<file path="src/rtl/md5_msg_padder.sv">
// UART-to-MD5 message padder: collects bytes until the "EOF" terminator, pads, emits 512-bit blocks.
// Optional build macro MD5_PAD_STRIP_CRLF_EN discards 0x0D/0x0A bytes on arrival.
module md5_msg_padder #(
  parameter int          CNT_W = 32,
  parameter logic [7:0]  EOF_0 = 8'h45,
  parameter logic [7:0]  EOF_1 = 8'h4F,
  parameter logic [7:0]  EOF_2 = 8'h46
) (
  input  logic         clk,
  input  logic         reset,
  input  logic [7:0]   rx_byte,
  input  logic         received,
  output logic [511:0] blk_data,
  output logic         blk_valid,
  input  logic         blk_ready,
  output logic         blk_first,
  output logic         blk_last,
  output logic         busy,
  output logic         overflow
);

  // state    | meaning
  // COLLECT  | moving queued message bytes into the block buffer
  // SEND     | full message block offered to the core
  // PAD      | writing 0x80 then zeros up to byte 56
  // PAD_SEND | padding overflowed the block; intermediate block offered
  // LEN      | writing the 64-bit bit length into bytes 56..63
  // FINAL    | last block offered; handshake ends the message
  typedef enum logic [2:0] {COLLECT, SEND, PAD, PAD_SEND, LEN, FINAL} state_t;

  state_t           state_q, state_d;
  logic [511:0]     buf_q;
  logic [5:0]       idx_q;
  logic [CNT_W-1:0] cnt_q;
  logic [1:0]       m_q, m_nxt;
  logic [7:0]       q_mem [3];
  logic [7:0]       q_nxt [3];
  logic [1:0]       q_cnt, cnt_ap;
  logic             busy_q, first_q, pad80_q, ovf_q;

  logic             byte_in, handshake, accept, drop, eof_hit;
  logic             pop, pad_wr, len_wr, done;
  logic [1:0]       n_push;
  logic [7:0]       push_b [3];

`ifdef MD5_PAD_STRIP_CRLF_EN
  assign byte_in = received && (rx_byte != 8'h0D) && (rx_byte != 8'h0A);
`else
  assign byte_in = received;
`endif

  assign blk_valid = (state_q == SEND) || (state_q == PAD_SEND) || (state_q == FINAL);
  assign blk_last  = (state_q == FINAL);
  assign blk_first = blk_valid && first_q;
  assign blk_data  = buf_q;
  assign busy      = busy_q;
  assign overflow  = ovf_q;
  assign handshake = blk_valid && blk_ready;

  // Terminator matcher: held bytes are always the constant prefix chars, so only m is stored.
  always_comb begin
    n_push    = 2'd0;
    push_b[0] = rx_byte;
    push_b[1] = 8'h00;
    push_b[2] = 8'h00;
    m_nxt     = m_q;
    eof_hit   = 1'b0;
    case (m_q)
      2'd0: begin
        if (rx_byte == EOF_0) m_nxt = 2'd1;
        else                  n_push = 2'd1;
      end
      2'd1: begin
        if (rx_byte == EOF_1) begin
          m_nxt = 2'd2;
        end else begin
          push_b[0] = EOF_0;
          if (rx_byte == EOF_0) begin
            n_push = 2'd1;
          end else begin
            push_b[1] = rx_byte;
            n_push    = 2'd2;
            m_nxt     = 2'd0;
          end
        end
      end
      2'd2: begin
        if (rx_byte == EOF_2) begin
          eof_hit = 1'b1;
          m_nxt   = 2'd0;
        end else begin
          push_b[0] = EOF_0;
          push_b[1] = EOF_1;
          if (rx_byte == EOF_0) begin
            n_push = 2'd2;
            m_nxt  = 2'd1;
          end else begin
            push_b[2] = rx_byte;
            n_push    = 2'd3;
            m_nxt     = 2'd0;
          end
        end
      end
      default: m_nxt = 2'd0;
    endcase
  end

  always_comb begin
    state_d = state_q;
    pop     = 1'b0;
    pad_wr  = 1'b0;
    len_wr  = 1'b0;
    done    = 1'b0;
    case (state_q)
      COLLECT: begin
        if (q_cnt != 2'd0) begin
          pop = 1'b1;
          if (idx_q == 6'd63) state_d = SEND;
        end else if (busy_q) begin
          state_d = PAD;
        end
      end
      // Buffer is free again on the handshake edge, so a queued byte may land in byte 0 then.
      SEND: begin
        if (handshake) begin
          state_d = COLLECT;
          pop     = (q_cnt != 2'd0);
        end
      end
      PAD: begin
        if (pad80_q && (idx_q == 6'd56)) begin
          state_d = LEN;
        end else begin
          pad_wr = 1'b1;
          if (idx_q == 6'd63) state_d = PAD_SEND;
        end
      end
      PAD_SEND: if (handshake) state_d = PAD;
      LEN: begin
        len_wr  = 1'b1;
        state_d = FINAL;
      end
      FINAL: begin
        if (handshake) begin
          done    = 1'b1;
          state_d = COLLECT;
        end
      end
      default: state_d = COLLECT;
    endcase
  end

  always_comb begin
    q_nxt  = q_mem;
    cnt_ap = q_cnt;
    if (pop) begin
      q_nxt[0] = q_mem[1];
      q_nxt[1] = q_mem[2];
      q_nxt[2] = 8'h00;
      cnt_ap   = q_cnt - 2'd1;
    end
    accept = byte_in && !busy_q && (({1'b0, cnt_ap} + {1'b0, n_push}) <= 3'd3);
    drop   = byte_in && !accept;
    if (accept) begin
      for (int s = 0; s < 3; s++) begin
        for (int k = 0; k < 3; k++) begin
          if ((k < int'(n_push)) && ((int'(cnt_ap) + k) == s)) q_nxt[s] = push_b[k];
        end
      end
    end
  end

  always_ff @(posedge clk or posedge reset) begin
    if (reset) begin
      state_q <= COLLECT;
      buf_q   <= '0;
      idx_q   <= '0;
      cnt_q   <= '0;
      m_q     <= '0;
      q_cnt   <= '0;
      for (int i = 0; i < 3; i++) q_mem[i] <= 8'h00;
      busy_q  <= 1'b0;
      first_q <= 1'b1;
      pad80_q <= 1'b0;
      ovf_q   <= 1'b0;
    end else begin
      state_q <= state_d;
      q_mem   <= q_nxt;
      q_cnt   <= accept ? (cnt_ap + n_push) : cnt_ap;
      if (accept) begin
        m_q <= m_nxt;
        if (eof_hit) busy_q <= 1'b1;
      end
      if (drop) ovf_q <= 1'b1;
      if (pop) begin
        buf_q[{idx_q, 3'b000} +: 8] <= q_mem[0];
        idx_q <= idx_q + 6'd1;
        cnt_q <= cnt_q + {{(CNT_W-1){1'b0}}, 1'b1};
      end
      if (pad_wr) begin
        buf_q[{idx_q, 3'b000} +: 8] <= pad80_q ? 8'h00 : 8'h80;
        pad80_q <= 1'b1;
        idx_q   <= idx_q + 6'd1;
      end
      if (len_wr) begin
        buf_q[511:448] <= 64'({cnt_q, 3'b000});
        idx_q          <= 6'd0;
      end
      if (handshake) first_q <= 1'b0;
      if (done) begin
        buf_q   <= '0;
        idx_q   <= '0;
        cnt_q   <= '0;
        m_q     <= '0;
        busy_q  <= 1'b0;
        pad80_q <= 1'b0;
        first_q <= 1'b1;
      end
    end
  end

endmodule
</file>
<file path="config.mk">
export PLATFORM = sky130hd
export DESIGN_NAME = md5_msg_padder
export DESIGN_NICKNAME = d
export VERILOG_FILES = /design/src/rtl/md5_msg_padder.sv
export SDC_FILE = /design/constraint.sdc
export NUM_CORES = 2
export LEC_CHECK = 0
export BUFFER_PORTS_ARGS = -buffer_cell sky130_fd_sc_hd__buf_2
export CAP_MARGIN = 20
export CORE_MARGIN = 4
export CORE_UTILIZATION = 56
export DETAILED_ROUTE_END_ITERATION = 7
export PLACE_DENSITY = 0.83
export RECOVER_POWER = 50
export SYNTH_ARGS = -nofsm -noshare
export SYNTH_HDL_FRONTEND = slang
export SYNTH_SLANG_ARGS = --single-unit
</file>
<file path="constraint.sdc">
create_clock -name clk -period 20.8 [get_ports clk]
set_input_delay 2.08 -clock clk [delete_from_list [all_inputs] [get_ports clk]]
set_output_delay 2.08 -clock clk [all_outputs]
set_load 0.1 [all_outputs]
</file>
---- After elaboration in Yosys (flattened, before gate mapping) ----
Index checks and enable logic that the tools add are counted.
storage, ports and cells
  output and inout bits ................... 517
  memory bits (writable) .................. 0
  latch bits .............................. 0
  memories kept ........................... 0
  word-level logic and storage cells ...... 158
  memory bits (read-only) ................. 0
  register bits ........................... 585
  bits of input ports ..................... 12
cells by class
  order comparisons ....................... 4
  reduce and logical (&&, ||, !) cells .... 35
  equal/unequal tests ..................... 25
  shifts and indexed selects .............. 3
  bitwise operators ....................... 0
  multiply operators ...................... 0
  add/sub/neg operators ................... 8
  divide/modulo/power cells ............... 0
  muxes and demuxes ....................... 70
operators by type and width
  kind                      count
  $mux 512                  3
  $bwmux 512                2
  $shiftx 8x11->512         2
  $shift 8x11->512 const A  1
  $logic_not 32->1          3
  $mux 8                    12
  $mux 24                   3
  $eq 32x2->1 const B       2
  $mux 32                   2
  $mux 64                   1
  $add 32x1->32 const B     1
  $pmux 16 s2               1
  $eq 8x7->1 const B        3
  $mux 6                    4
  $mux 3                    7
  $mux 1                    20
  $mux 2                    10
  $mux 16                   1
  $logic_and 1x1->1         15
  $pmux 3 s5                1
  $eq 3x2->1 const B        4
  $eq 6x6->1 const B        2
  $ne 3x3->1 const B        4
  $pmux 2 s3                2
  28 further kinds          39

---- Logic depth before layout (Yosys ltp) ----
  depth in word-level cells ............... 13
  gate-level depth with buffers ........... 16
  mapped depth without buffers ............ 12

---- Least setup slack after synthesis ----
OpenSTA, ideal clock, no wires.
  path kind ............................... input -> register
  from .................................... in blk_ready
  to ...................................... reg q_mem[19] (netlist bit)
  buffers on the path ..................... 5
  setup time .............................. 0.136 ns
  data arrival time ....................... 5.079 ns
  data required time ...................... 20.664 ns
  cell stages on the path ................. 14
  slack ................................... 15.585 ns
  cell sequence ........................... clkbuf_1 nand2b_1 nand2_1 clkbuf_1 clkbuf_1 buf_1 nand2_1 o21ai_0 fa_1 nor3b_1 nand3_1 clkbuf_1 nand2_1 o21ai_0
RTL lines
  item                  line  source
  start, declared       15    input logic blk_ready,
  end signal, assigned  188   q_mem <= q_nxt;
  end, declared         36    logic [7:0] q_mem [3];

==> run summary <==
DIE AREA: 0.0533 mm²
Post-CTS resize count: 0
Seq/Total Area, Yosys: 52.6%
Clock sink total: 585
Final weighted congestion in routability-driven placement: 0.975
VDD IR-drop max: 0.000142 V
Clock Pin Slew Worst Setup and Hold Paths: 60 ps
Clock Latency Late Sink: 620 ps
CTS Buffer Depth: 3
Syn-to-layout area delta: 18.1%
RSZ-0062 raised after global routing: no
# setup viols final: 0
PD cells: 172 mW/mm²
Hold WC Path Type: reg2reg
Yosys warnings: 0
Pins Over Slew Limit: 458
Post-synthesis cell area: 0.0278 mm²
CP Cell Sequence: buf_2 > clkinvlp_2 > clkbuf_1 > clkbuf_1
DR vias: 26,135
Ports: 529
WP data arrival: 8380 ps
Pin count of the biggest net entering global routing: 169
Routed len/inst: 27.0 µm
Total track usage: 38.8%
Outcome: finished, violations left
#FFs+latches synth: 585
Dpl hpwl: 74,100 µm
F_max: 112 MHz
Crit-path slowest cell: clkbuf_1
Initial drt markers: 3,405
FFs w/ async S/R, synth: 100%
Multi-input gate area: 0.0125 mm²
Syn Nets: 2,809
Fill count: 3,911
Buf/Inv on CP: 4
Total wire length: 107,000 µm
Drt first pass iters: 7
Via density: 6.58
Initial antenna violation count: 1
# rows: 81
# Post-CTS Setup Buffers: 0
Die Span X: 231 µm
Fin Setup TNS: 0 ps
Cells after Synth: 2,785
Hold Buf Count CTS: 0
Antenna-violating nets left: 0
Crit-path max cell delay: 2850 ps
Leak Pwr: 14.7 nW
Setup Crit Path Kind: in2async
Final min period: 8900 ps
Clk root buf: clkbuf_16
Area leader, netlist: dfrtp_1
Required @ worst endpoint: 20,280 ps
Die height: 231 µm
Clock skew: 12.8 ps
Startpoint types: primary input
Synth cell types: 88
EDFF count, synth: 0
Crit-path max FO: 105
First-pass GRT wire length: 159,000 µm
Dpl ws: 15,130 ps
Worst-margin pin slew: 4820 ps
Remaining global-route overflow: 0
Layout cells sized above 1: 12.3%
Initial Util: 56.8%
CTS Buf Count: 58
Register Area: 0.0146 mm²
Top cells by area, synth: dfrtp_1 (52%), mux2i_1 (11%), nor2_1 (5.3%)
Most common cell type on the critical path: clkbuf_1
Main flop type after synthesis: dfrtp_1
Vias in the first global route: 25,497
Synthesized area per cell: 10.0 µm²
Max_cap viols: 8
Crit-path leading delay family: buffers and inverters
Final #Nets: 3,284
Final setup margin: 11,900 ps
Post-route DRC: 0
Top-area cell type share of the netlist area: 52.5%
CTS tree: built
Core area: 0.0491 mm²
Final worst-path cycle share: 42.8%
Violated checks: max-capacitance violations, max-slew violations
Crit. End Element: asynchronous set/reset pin
Final hold viol count: 0
H-tree Lvls: 2
PortBufs: 528
Rel. slew slack: -223%
## placed cells by master, fill, tap and decap left out, types with 11 or more instances in the layout
| cell type | count |
|---|---|
| a211oi_1 | 43 |
| a211oi_4 | 19 |
| a21oi_1 | 245 |
| a221oi_1 | 14 |
| a31oi_1 | 19 |
| and2_1 | 11 |
| and3_1 | 13 |
| buf_2 | 149 |
| buf_4 | 40 |
| bufinv_16 | 15 |
| clkbuf_1 | 394 |
| clkbuf_16 | 59 |
| clkinv_2 | 11 |
| dfrtp_1 | 577 |
| ha_1 | 11 |
| inv_1 | 24 |
| mux2i_1 | 318 |
| nand2_1 | 280 |
| nand3_1 | 131 |
| nand4_1 | 36 |
| nor2_1 | 395 |
| nor3_1 | 38 |
| nor3_2 | 15 |
| o211ai_1 | 12 |
| o21ai_0 | 113 |
| o21ai_1 | 65 |
| o22ai_1 | 19 |
| xnor2_1 | 15 |
| xor2_1 | 14 |
## registers in the layout, summed over array words and instances (netlist names)
signal    cells
blk_data    512
busy          1
cnt_q        32
first_q       1
idx_q         6
m_q           2
overflow      1
pad80_q       1
q_cnt         2
q_mem        24
state_q       3
## worst paths after layout
kind	from	endpoint	slack (ps)	depth (start not counted)
min in group asynchronous	reset	blk_data[240]	2920	2
worst max-delay path	reset	q_mem[19]	11900	4
worst max register to register	q_cnt[0]	blk_data[135]	15200	9
worst min register to register	overflow	overflow	470	1
worst min-delay path	overflow	overflow	470	1
max in group clk	blk_ready	blk_data[135]	14510	8
## final cells by class
cell class	count	share of cell area, %
inverters	25	0.289
flip-flops and latches	585	44.6
multi-input cells	2007	38.0
clock buffers	74	4.94
clock inverters	34	1.74
repair buffers	583	7.89
diodes	1	0.00761
well taps	664	2.53
## per-stage QoR
stage	power, mW	hold slack, ps	utilization [%]	std cells	cell area [µm²]
global placement	4.37	442	63.4	3854	31100
detailed placement	4.42	460	63.4	3856	31100
floorplan	3.67	436	-	2785	27800
CTS	5.62	474	67.9	3964	33300
finish	5.67	474	67.0	3973	32900
global route	5.81	493	67.0	3972	32900
## layer usage
metal  track usage, %  vias up  wire (µm)
met5                0        -          0
met4             23.2        0       7820
met3             10.3      474      12700
met2             59.3     1958      48100
met1             49.8    12821      38500
li1                 -    10882          -
## report_power, final
group	internal (mW)	switching, mW	total, mW
clock	0.738	0.468	1.21
sequential	1.34	0.158	1.50
combinational	0.427	2.54	2.97
total	2.50	3.17	5.67
## cell families (layout without fill, tap and decap cells)
family,after synthesis,count (layout),synth area share (%)
simple gates,994,994,16.3
compound gates,650,650,15.2
flops,585,585,52.6
mux,322,322,11.6
buf+inv,193,716,2.85
xor+xnor,29,29,0.912
fa+ha+maj,12,12,0.566
other cells,0,1,0
## synthesized netlist by cell type (7+ instances only)
library cell	n
or3_1	8
xor2_1	14
a311oi_1	7
nor3_4	10
inv_1	25
nor3_2	12
nand4_1	36
a211oi_1	43
a31oi_1	19
a211oi_4	19
nor3_1	41
and3_1	13
nor2_1	396
xnor2_1	15
a21o_1	7
clkbuf_1	123
o211ai_1	12
buf_2	27
nand2_1	280
a221oi_1	14
mux2i_1	318
a21oi_1	245
o21ai_0	115
and2_1	11
a22oi_1	9
nor4_1	7
nand3_1	135
dfrtp_1	584
o21ai_1	66
o22ai_1	19
buf_1	12
ha_1	11
Note: power is estimated with default switching activity, not from simulation.
